==> src/rtl/bp_be_pkg.sv <==
// Shared back-end types and widths for the late writeback path.
// One entry holds a result waiting for a free regfile write port.
package bp_be_pkg;

  localparam int reg_addr_width_gp = 5;
  localparam int dword_width_gp    = 64;
  localparam int fflags_width_gp   = 5;

  typedef struct packed {
    logic [reg_addr_width_gp-1:0] rd_addr;
    logic [dword_width_gp-1:0]    data;
    logic [fflags_width_gp-1:0]   fflags;
  } bp_be_late_wb_s;

endpackage

==> src/rtl/bp_be_late_wb_fifo.sv <==
// Two-pointer FIFO with a wrap bit for full/empty.
// Head is read combinationally; push and pop may share a cycle.
module bp_be_late_wb_fifo
  import bp_be_pkg::*;
#(
  parameter int els_p = 2
) (
  input  logic           clk_i,
  input  logic           reset_n_i,
  input  logic           push_i,
  input  bp_be_late_wb_s data_i,
  input  logic           pop_i,
  output bp_be_late_wb_s data_o,
  output logic           full_o,
  output logic           empty_o
);

  localparam int aw = $clog2(els_p);

  bp_be_late_wb_s mem_q [els_p];
  logic [aw:0]    wptr_q;
  logic [aw:0]    rptr_q;

  assign empty_o = (wptr_q == rptr_q);
  assign full_o  = (wptr_q[aw] != rptr_q[aw])
                 & (wptr_q[aw-1:0] == rptr_q[aw-1:0]);
  assign data_o  = mem_q[rptr_q[aw-1:0]];

  always_ff @(posedge clk_i or negedge reset_n_i) begin
    if (!reset_n_i) begin
      wptr_q <= '0;
      rptr_q <= '0;
    end else begin
      if (push_i) begin
        wptr_q <= wptr_q + (aw+1)'(1);
      end
      if (pop_i) begin
        rptr_q <= rptr_q + (aw+1)'(1);
      end
    end
  end

  // storage needs no reset; empty gates everything downstream
  always_ff @(posedge clk_i) begin
    if (push_i) begin
      mem_q[wptr_q[aw-1:0]] <= data_i;
    end
  end

endmodule

==> src/rtl/bp_be_late_wb_rr_arb.sv <==
// Round-robin grant for one register file.
// Winner is the first request at or after the pointer.
module bp_be_late_wb_rr_arb #(
  parameter int num_src_p = 3,
  localparam int ptr_w = (num_src_p > 1) ? $clog2(num_src_p) : 1
) (
  input  logic                 clk_i,
  input  logic                 reset_n_i,
  input  logic [num_src_p-1:0] req_i,
  input  logic                 en_i,
  output logic [num_src_p-1:0] grant_o,
  output logic [ptr_w-1:0]     win_o,
  output logic                 v_o
);

  localparam int iw = ptr_w + 1;

  logic [ptr_w-1:0] ptr_q;
  logic [ptr_w-1:0] ptr_n;
  logic [iw-1:0]    idx;
  logic             found;

  always_comb begin
    found = 1'b0;
    win_o = '0;
    idx   = '0;
    for (int i = 0; i < num_src_p; i++) begin
      idx = {1'b0, ptr_q} + iw'(i);
      if (idx >= iw'(num_src_p)) begin
        idx = idx - iw'(num_src_p);
      end
      if (!found && req_i[idx[ptr_w-1:0]]) begin
        found = 1'b1;
        win_o = idx[ptr_w-1:0];
      end
    end
  end

  assign v_o = found & en_i;

  always_comb begin
    grant_o = '0;
    if (v_o) begin
      grant_o[win_o] = 1'b1;
    end
  end

  always_comb begin
    ptr_n = ptr_q;
    if (v_o) begin
      if (win_o == ptr_w'(num_src_p - 1)) begin
        ptr_n = '0;
      end else begin
        ptr_n = win_o + ptr_w'(1);
      end
    end
  end

  always_ff @(posedge clk_i or negedge reset_n_i) begin
    if (!reset_n_i) begin
      ptr_q <= '0;
    end else begin
      ptr_q <= ptr_n;
    end
  end

endmodule

==> src/rtl/bp_be_late_wb_arbiter.sv <==
// Late writeback arbiter: int and fp results are arbitrated, buffered
// and retired through the late iwb/fwb ports, clearing the scoreboard.
module bp_be_late_wb_arbiter
  import bp_be_pkg::*;
#(
  parameter int num_src_p  = 3,
  parameter int fifo_els_p = 2
) (
  input  logic clk_i,
  input  logic reset_n_i,
  input  logic [num_src_p-1:0] src_v_i,
  output logic [num_src_p-1:0] src_ready_o,
  input  logic [num_src_p-1:0] src_fp_i,
  input  logic [num_src_p*reg_addr_width_gp-1:0] src_rd_addr_i,
  input  logic [num_src_p*dword_width_gp-1:0] src_data_i,
  input  logic [num_src_p*fflags_width_gp-1:0] src_fflags_i,
  input  logic score_int_v_i,
  input  logic score_fp_v_i,
  input  logic iwb_busy_i,
  input  logic fwb_busy_i,
  output logic iwb_v_o,
  output logic [reg_addr_width_gp-1:0] iwb_rd_addr_o,
  output logic [dword_width_gp-1:0] iwb_data_o,
  output logic fwb_v_o,
  output logic [reg_addr_width_gp-1:0] fwb_rd_addr_o,
  output logic [dword_width_gp-1:0] fwb_data_o,
  output logic [fflags_width_gp-1:0] fwb_fflags_o,
  output logic idle_o
);

  localparam int ptr_w = (num_src_p > 1) ? $clog2(num_src_p) : 1;
  localparam int aw    = reg_addr_width_gp;
  localparam int dw    = dword_width_gp;
  localparam int fw    = fflags_width_gp;
  localparam int cnt_w = 6;

  logic [num_src_p-1:0] int_req;
  logic [num_src_p-1:0] fp_req;
  logic [num_src_p-1:0] int_gnt;
  logic [num_src_p-1:0] fp_gnt;
  logic [ptr_w-1:0]     int_win;
  logic [ptr_w-1:0]     fp_win;
  logic int_push, int_pop, int_full, int_empty, int_en;
  logic fp_push, fp_pop, fp_full, fp_empty, fp_en;
  bp_be_late_wb_s int_wr, int_head;
  bp_be_late_wb_s fp_wr, fp_head;
  logic [cnt_w-1:0] int_cnt_q, int_cnt_n;
  logic [cnt_w-1:0] fp_cnt_q, fp_cnt_n;
  logic int_fflags_unused;

  assign int_req = src_v_i & ~src_fp_i;
  assign fp_req  = src_v_i & src_fp_i;

  assign int_pop = ~int_empty & ~iwb_busy_i;
  assign fp_pop  = ~fp_empty & ~fwb_busy_i;

  // a full FIFO still accepts when its head leaves this cycle
  assign int_en = reset_n_i & (~int_full | int_pop);
  assign fp_en  = reset_n_i & (~fp_full | fp_pop);

  bp_be_late_wb_rr_arb #(
    .num_src_p(num_src_p)
  ) int_arb (
    .clk_i    (clk_i),
    .reset_n_i(reset_n_i),
    .req_i    (int_req),
    .en_i     (int_en),
    .grant_o  (int_gnt),
    .win_o    (int_win),
    .v_o      (int_push)
  );

  bp_be_late_wb_rr_arb #(
    .num_src_p(num_src_p)
  ) fp_arb (
    .clk_i    (clk_i),
    .reset_n_i(reset_n_i),
    .req_i    (fp_req),
    .en_i     (fp_en),
    .grant_o  (fp_gnt),
    .win_o    (fp_win),
    .v_o      (fp_push)
  );

  assign src_ready_o = int_gnt | fp_gnt;

  always_comb begin
    int_wr         = '0;
    fp_wr          = '0;
    int_wr.rd_addr = src_rd_addr_i[int_win*aw +: aw];
    int_wr.data    = src_data_i[int_win*dw +: dw];
    fp_wr.rd_addr  = src_rd_addr_i[fp_win*aw +: aw];
    fp_wr.data     = src_data_i[fp_win*dw +: dw];
    fp_wr.fflags   = src_fflags_i[fp_win*fw +: fw];
  end

  bp_be_late_wb_fifo #(
    .els_p(fifo_els_p)
  ) int_fifo (
    .clk_i    (clk_i),
    .reset_n_i(reset_n_i),
    .push_i   (int_push),
    .data_i   (int_wr),
    .pop_i    (int_pop),
    .data_o   (int_head),
    .full_o   (int_full),
    .empty_o  (int_empty)
  );

  bp_be_late_wb_fifo #(
    .els_p(fifo_els_p)
  ) fp_fifo (
    .clk_i    (clk_i),
    .reset_n_i(reset_n_i),
    .push_i   (fp_push),
    .data_i   (fp_wr),
    .pop_i    (fp_pop),
    .data_o   (fp_head),
    .full_o   (fp_full),
    .empty_o  (fp_empty)
  );

  assign int_fflags_unused = ^int_head.fflags;

  assign iwb_v_o       = int_pop;
  assign iwb_rd_addr_o = int_empty ? '0 : int_head.rd_addr;
  assign iwb_data_o    = int_empty ? '0 : int_head.data;

  assign fwb_v_o       = fp_pop;
  assign fwb_rd_addr_o = fp_empty ? '0 : fp_head.rd_addr;
  assign fwb_data_o    = fp_empty ? '0 : fp_head.data;
  assign fwb_fflags_o  = fp_empty ? '0 : fp_head.fflags;

  assign int_cnt_n = int_cnt_q
                   + cnt_w'(score_int_v_i)
                   - cnt_w'(iwb_v_o);
  assign fp_cnt_n  = fp_cnt_q
                   + cnt_w'(score_fp_v_i)
                   - cnt_w'(fwb_v_o);

  always_ff @(posedge clk_i or negedge reset_n_i) begin
    if (!reset_n_i) begin
      int_cnt_q <= '0;
      fp_cnt_q  <= '0;
    end else begin
      int_cnt_q <= int_cnt_n;
      fp_cnt_q  <= fp_cnt_n;
    end
  end

  assign idle_o = ~|int_cnt_q & ~|fp_cnt_q
                & int_empty & fp_empty;

  a_int_under: assert property (@(posedge clk_i)
    disable iff (!reset_n_i) !(iwb_v_o && int_cnt_q == '0));
  a_fp_under: assert property (@(posedge clk_i)
    disable iff (!reset_n_i) !(fwb_v_o && fp_cnt_q == '0));
  a_int_over: assert property (@(posedge clk_i)
    disable iff (!reset_n_i) int_cnt_q <= cnt_w'(32));
  a_fp_over: assert property (@(posedge clk_i)
    disable iff (!reset_n_i) fp_cnt_q <= cnt_w'(32));

endmodule

==> config.mk <==
export PLATFORM = sky130hd
export DESIGN_NAME = bp_be_late_wb_arbiter
export DESIGN_NICKNAME = d
export VERILOG_FILES = /design/src/rtl/bp_be_pkg.sv /design/src/rtl/bp_be_late_wb_fifo.sv /design/src/rtl/bp_be_late_wb_rr_arb.sv /design/src/rtl/bp_be_late_wb_arbiter.sv
export SDC_FILE = /design/constraint.sdc
export NUM_CORES = 1
export LEC_CHECK = 0
export CAP_MARGIN = 0
export CORE_MARGIN = 8
export CORE_UTILIZATION = 50
export DETAILED_ROUTE_END_ITERATION = 12
export HOLD_SLACK_MARGIN = 0.15
export PLACE_DENSITY = 0.81
export SLEW_MARGIN = 20
export SYNTH_ARGS = -nofsm -noshare
export SYNTH_HDL_FRONTEND = slang
export SYNTH_SLANG_ARGS = --single-unit
==> constraint.sdc <==
create_clock -name clk_i -period 9.1 [get_ports clk_i]
set_input_delay 1.82 -clock clk_i [delete_from_list [all_inputs] [get_ports clk_i]]
set_output_delay 1.82 -clock clk_i [all_outputs]
set_load 0.02 [all_outputs]
==> out/summary.md, run 1 <==
- **global route total overflow** 0
- **area share of fa/ha/maj cells after synthesis** 1.92%
- **clock insertion delay at the later pin of the skew report** 0.55 ns
- **Port Buf Inserts** 382
- **count of instances resized after the clock tree is built** 0
- **maximum resistive drop on vdd** 224 µV
- **leakage power total** 0.00789 µW
- **final setup slack of the worst path** 2.72 ns
- **Top-Level Pins** 383
- **final critical delay including setup and external delays** 6.38 ns
- **# H-tree levels** 1
- **top cells by area in the synthesized netlist** sky130_fd_sc_hd__edfxtp_1, sky130_fd_sc_hd__mux2i_1, sky130_fd_sc_hd__a221o_1
- **async set-or-reset flop fraction in the synthesized netlist** 7.74%
- **relative max-transition margin** 21.3%
- **number of DRC violations after detailed routing** 0
- **net count after synthesis** 1379
- **Final GP Congestion** 0.877
- **ratio of routed vias to standard cells** 5.94
- **Hold Path Depth** 1
- **HPWL reported at the end of detailed placement** 29.8 mm
- **dominant synthesized flop cell** sky130_fd_sc_hd__edfxtp_1
- **number of hold buffers added after cts** 0
- **Hold WS** 0.495 ns
- **overall power** 7910 µW
- **area of the mapped netlist** 0.0150 mm²
- **DIE AREA** 0.0358 mm²
- **mean post-synth cell area** 13.3 µm²
- **area added between synthesis and finish** 34.4%
- **Arrival @ worst endpoint** 4.56 ns
- **power density relative to cell area** 392 mW/mm²
- **synthesized-area fraction occupied by and/or/nand/nor cells** 8.15%
- **main combinational cell family by area after synthesis** compound AO/OA/AOI/OAI gates
- **run status** finished, final reports clean
- **count of final max-slew check failures** 0
- **Yosys warnings** 0
- **slack of the worst reg-to-reg path** 5.08 ns
- **maximum operating frequency** 157 MHz
- **number of clock sinks seen by CTS** 310
- **launching point of the worst reg2reg path** fp_fifo.rptr_q[0]
- **Clk pin slew, worst setup/hold paths** 0.06 ns
- **global-route usage over all layers** 24.2%
- **maximum number of pins on one net before global-route repair** 78
- **number of global-route vias before repair** 11593
- **initial antenna violation count** 2
- **Max FO, Critical Path** 77
- **Max Cap Violations** 0
- **sequential-to-total area share from yosys stat** 61.3%
- **Crit. End Element** output pin
- **FF-to-FF path depth** 11
- **post-route clock period utilization** 70.1%
- **master cell of the clock root buffer** sky130_fd_sc_hd__clkbuf_16
- **DRT Wirelength** 45.1 mm
- **Setup-failing EPs final** 0
- **final-layout setup total negative slack** 0 ns
- **end of the worst register-to-register path** fp_cnt_q[5]
- **Syn Inst Count** 1125
- **DRC violation total after the first TritonRoute iteration** 849
- **worst endpoint required time** 7.28 ns
- **area share of the largest cell type after synthesis** 57.3%
- **number of synthesized register bits** 310
- **number of nets in the layout** 1727
- **critical path start-end classification** in -> out
- **cell type with the highest aggregate area in the netlist** sky130_fd_sc_hd__edfxtp_1
- **global-route wire length before repair** 67.9 mm
- **TritonCTS clock tree** built
- **DIE HEIGHT** 189 µm
- **min-delay src** fp_fifo.rptr_q[1]
- **RSZ-0062 raised after global routing** false
- **classification of the worst-slack hold path** reg -> reg
- **Die W** 189 µm
- **worst slack, placed** 2.69 ns
- **count of distinct cell types in the synthesized netlist** 50
- **via total after detailed routing** 11206
- **XOR/XNOR Fraction of Synth Area** 1.17%
- **Routed WL per cell** 23.9 µm
- **maximum clock path buffer count** 3
- **number of buffers inserted during clock tree synthesis** 31
- **fraction of the core area covered by cells at the end of the flow** 68.2%
- **multiplexer area fraction after synthesis** 9.69%
- **ratio of cells with drive above 1 in the final layout** 5.41%
- **# rows** 63
- **final hold violation count** 0
- **leading cell types in the layout, fill and taps excluded** sky130_fd_sc_hd__clkdlybuf4s50_1, sky130_fd_sc_hd__edfxtp_1, sky130_fd_sc_hd__nor2_1, sky130_fd_sc_hd__mux2i_1, sky130_fd_sc_hd__a21o_1
- **most common cell after layout, fill and taps aside** sky130_fd_sc_hd__clkdlybuf4s50_1
- **startpoint of the worst setup timing path** src_v_i[2]
- **synthesized-area fraction occupied by ao, oa, aoi and oai cells** 14.5%
- **fill cell instance count of the final layout** 2145
- **transition time at the pin with the least slew margin** 1.18 ns
- **first-pass detailed-route iteration total** 6
- **core footprint** 0.0296 mm²
- **hold path endpoint** fp_fifo.rptr_q[1]
- **Setup crit start kind** input port
- **number of buffers inserted by post-CTS setup repair** 0
- **Initial Util** 50.7%
- **Antenna Violating Nets Remaining** 0
- **worst-case clock skew** 0.00947 ns
- **number of enable flip-flop cells after synthesis** 286
==> critical path, stage by stage <==
cell	delay [ns]
sky130_fd_sc_hd__clkdlybuf4s50_1	0.47
sky130_fd_sc_hd__a22o_1	0.22
sky130_fd_sc_hd__a21oi_1	0.18
sky130_fd_sc_hd__o21a_4	0.84
sky130_fd_sc_hd__inv_1	0.13
sky130_fd_sc_hd__o22ai_1	0.22
sky130_fd_sc_hd__clkdlybuf4s50_1	0.65
==> per-layer routing <==
layer  part of all wire (%)  track usage [%]  vias to the layer above
met4                    3.4             8.06                        0
met5                      0                0                        -
met3                    9.4             5.02                       96
met2                     49             41.8                      623
met1                     38             29.9                     5507
li1                       -                -                     4980
==> state kept, by name, summed over array words and instances, names as in the netlist <==
signal           cells
fp_fifo.wptr_q       2
fp_fifo.mem_q      148
int_fifo.wptr_q      2
int_fifo.rptr_q      2
int_arb.ptr_q        2
int_cnt_q            6
fp_arb.ptr_q         2
fp_fifo.rptr_q       2
int_fifo.mem_q     138
fp_cnt_q             6
==> cell families after synthesis <==
| group | after synthesis |
|---|---|
| simple gates | 261 |
| compound gates | 259 |
| fa+ha+maj | 22 |
| buf+inv | 108 |
| xor+xnor | 20 |
| flops | 310 |
| mux | 145 |
==> metrics by stage <==
step           area (µm²)  cells
2_1_floorplan       15000   1125
3_3_place_gp        19100   1829
3_5_place_dp        19100   1829
4_1_cts             20100   1885
5_1_grt             20200   1888
6_report            20200   1888
==> final cells by class <==
| cell class | count | area [µm²] | area share (%) |
|---|---|---|---|
| diodes | 2 | 5.00 | 0.0248 |
| clock buffers | 38 | 832 | 4.13 |
| clock inverters | 18 | 196 | 0.975 |
| inverters | 25 | 93.8 | 0.466 |
| multi-input cells | 707 | 5390 | 26.7 |
| flip-flops and latches | 310 | 9200 | 45.6 |
| well taps | 390 | 488 | 2.42 |
| repair buffers | 398 | 3960 | 19.6 |
==> worst max path at each step <==
stage,to,slack (ns),cells past startpoint
final,src_ready_o[1],2.72,7
after global routing,src_ready_o[1],2.52,7
after CTS,src_ready_o[1],2.70,7
after detailed placement,src_ready_o[1],2.69,7
after global placement,src_ready_o[1],2.75,7
after floorplan,int_fifo.mem_q[1][0],1.04,4
==> where the power goes <==
group	leakage (µW)	switching, µW	internal (µW)
Combinational	0.00449	2550	1800
Clock	0.000503	522	760
Sequential	0.00290	175	2090
==> cell usage after synthesis, drive strengths merged, types with 4 or more instances <==
master    n
a21o     76
a21oi    10
a221o    69
a22o     75
buf      39
clkbuf   44
dfrtp    24
edfxtp  286
ha       18
inv      25
mux2i   144
nand2    13
nand3     4
nor2    156
nor2b    72
o21ai    13
xnor2    10
xor2     10
(Power assumes the default switching activity.)
==> run 2: changes to the inputs <==
==> constraint.sdc (replaced) <==
create_clock -name clk_i -period 5.99 [get_ports clk_i]
set_input_delay 1.198 -clock clk_i [delete_from_list [all_inputs] [get_ports clk_i]]
set_output_delay 1.198 -clock clk_i [all_outputs]
set_load 0.02 [all_outputs]
==> run 2 against run 1 <==
Against the previous run:
- die area stayed put
- clock power rose by 48%
- power rose by 52%
- cell area is essentially flat
- sequential power up 51%
- combinational power rose by 54%
- global-route usage is essentially flat
- cell count rose by 0.11%
- sequential share of layout area about the same
- critical path type unchanged
- critical path depth unchanged
==> out/summary.md, run 2 (same netlist as run 1, synthesis figures left out) <==
- **net switching power** 4950 µW
- **internal power** 7060 µW
- **via total after detailed routing** 11038
- **FF-to-FF path depth** 8
- **number of global-route vias before repair** 11671
- **slack of the worst reg-to-reg path** 2.48 ns
- **count of instances resized after the clock tree is built** 0
- **number of hold buffers added after cts** 0
- **number of buffers inserted by post-CTS setup repair** 0
- **# H-tree levels** 1
- **critical path start-end classification** in -> out
- **net switching share of the total power** 41.2%
- **Crit. End Element** output pin
- **Port Buf Inserts** 382
- **maximum number of pins on one net before global-route repair** 78
- **final-layout setup total negative slack** 0 ns
- **Clk pin slew, worst setup/hold paths** 0.06 ns
- **total area of sequential cells** 0.00920 mm²
- **DRC violation total after the first TritonRoute iteration** 780
- **overall power** 12000 µW
- **Antenna Violating Nets Remaining** 0
- **area added between synthesis and finish** 34.4%
- **DRT Wirelength** 45.0 mm
- **Hold Path Depth** 1
- **number of buffers inserted during clock tree synthesis** 30
- **fraction of the core area covered by cells at the end of the flow** 68.2%
- **initial antenna violation count** 3
- **master cell of the clock root buffer** sky130_fd_sc_hd__clkbuf_16
- **Sequential Power Share** 28.5%
- **Top-Level Pins** 383
- **number of nets in the layout** 1728
- **part of the power in the clock network** 15.7%
- **transition time at the pin with the least slew margin** 1.15 ns
- **maximum resistive drop on vdd** 322 µV
- **ratio of routed vias to standard cells** 5.84
- **power density relative to cell area** 596 mW/mm²
- **# rows** 63
- **Max Cap Violations** 0
- **number of clock sinks seen by CTS** 310
- **global route total overflow** 0
- **launching point of the worst reg2reg path** fp_arb.ptr_q[0]
- **maximum operating frequency** 194 MHz
- **area occupied by multi-input gates** 0.00539 mm²
- **clock insertion delay at the later pin of the skew report** 0.55 ns
- **final hold violation count** 0
- **hold path endpoint** int_fifo.wptr_q[1]
- **count of final max-slew check failures** 0
- **worst endpoint required time** 4.79 ns
- **run status** finished, final reports clean
- **Combinational Power Share** 55.7%
- **ratio of cells with drive above 1 in the final layout** 5.48%
- **worst-case clock skew** 0.0119 ns
- **end of the worst register-to-register path** fp_fifo.mem_q[0][49]
- **Setup crit start kind** input port
- **classification of the worst-slack hold path** reg -> reg
- **Setup-failing EPs final** 0
- **relative max-transition margin** 23.3%
- **flip-flop count of the largest register, all copies and words added** 148
- **core footprint** 0.0296 mm²
- **maximum clock path buffer count** 3
- **first-pass detailed-route iteration total** 4
- **min-delay src** int_fifo.wptr_q[1]
- **leakage power total** 0.00790 µW
- **Final GP Congestion** 0.905
- **DIE AREA** 0.0358 mm²
- **global-route usage over all layers** 24.2%
- **Initial Util** 50.7%
- **post-route clock period utilization** 85.9%
- **fill cell instance count of the final layout** 2106
- **Die W** 189 µm
- **Max FO, Critical Path** 77
- **final critical delay including setup and external delays** 5.14 ns
- **Arrival @ worst endpoint** 3.95 ns
- **Routed WL per cell** 23.8 µm
- **leading cell types in the layout, fill and taps excluded** sky130_fd_sc_hd__clkdlybuf4s50_1, sky130_fd_sc_hd__edfxtp_1, sky130_fd_sc_hd__nor2_1, sky130_fd_sc_hd__mux2i_1, sky130_fd_sc_hd__a21o_1
- **HPWL reported at the end of detailed placement** 30.2 mm
- **number of DRC violations after detailed routing** 0
- **most common cell after layout, fill and taps aside** sky130_fd_sc_hd__clkdlybuf4s50_1
- **TritonCTS clock tree** built
- **RSZ-0062 raised after global routing** false
- **global-route wire length before repair** 67.8 mm
- **DIE HEIGHT** 189 µm
run 2: power groups by stage:
stage | clock (µW) | sequential, µW | combinational, µW
global route | 2010 | 3480 | 7130
finish | 1890 | 3430 | 6700
floorplan | 0 | 3360 | 3840
CTS | 1920 | 3430 | 6740
global placement | 0 | 3450 | 6610
detailed placement | 0 | 3470 | 6690
run 2: critical path: stages:
cell and delay (ns):
sky130_fd_sc_hd__clkdlybuf4s50_1 0.48, sky130_fd_sc_hd__a22o_1 0.23, sky130_fd_sc_hd__a21oi_1 0.19, sky130_fd_sc_hd__o21a_4 0.88, sky130_fd_sc_hd__inv_1 0.13, sky130_fd_sc_hd__o22ai_1 0.19
sky130_fd_sc_hd__clkdlybuf4s50_1 0.64
run 2: final cells by class:
class	count	share of cell area (%)
diodes	3	0.0372
clock buffers	33	3.88
clock inverters	22	1.02
inverters	25	0.465
multi-input cells	707	26.7
flip-flops and latches	310	45.6
well taps	390	2.42
repair buffers	400	19.8
run 2: worst max-delay path by stage:
| stage | start | to | slack, ns | cells after the start |
|---|---|---|---|---|
| detailed placement | src_v_i[2] | src_ready_o[1] | 0.84 | 7 |
| global route | src_v_i[2] | src_ready_o[1] | 0.75 | 7 |
| CTS | src_v_i[2] | src_ready_o[1] | 0.85 | 7 |
| floorplan | src_fp_i[0] | int_fifo.mem_q[0][0] | 0.45 | 6 |
| finish | src_v_i[2] | src_ready_o[1] | 0.85 | 7 |
| global placement | src_v_i[2] | src_ready_o[1] | 0.85 | 7 |
run 2: layer usage:
metal  up-vias  share of wire [%]  GRT usage (%)
met5         -              0.029              0
met4         2                4.2           10.6
met3        89                8.9           5.46
met2       553                 48           40.8
met1      5422                 38           29.4
li1       4972                  -              -
run 2: through the flow:
stage	cells	area (µm²)	hold WS, ns	setup slack [ns]
floorplan	1125	15000	0.460	0.449
global placement	1832	19200	0.474	0.851
detailed placement	1832	19200	0.476	0.840
CTS	1887	20200	0.492	0.848
global route	1889	20200	0.500	0.750
finish	1890	20200	0.491	0.846
==> run 3: changes to the inputs <==
--- a/config.mk
+++ b/config.mk
@@ -9,6 +9,7 @@
 export CORE_MARGIN = 8
 export CORE_UTILIZATION = 50
 export DETAILED_ROUTE_END_ITERATION = 12
+export GPL_ROUTABILITY_DRIVEN = 0
 export HOLD_SLACK_MARGIN = 0.15
 export PLACE_DENSITY = 0.81
 export SLEW_MARGIN = 20
==> results of run 3 <==
No change in the layout: final DEF, timing and power equal those of run 2.
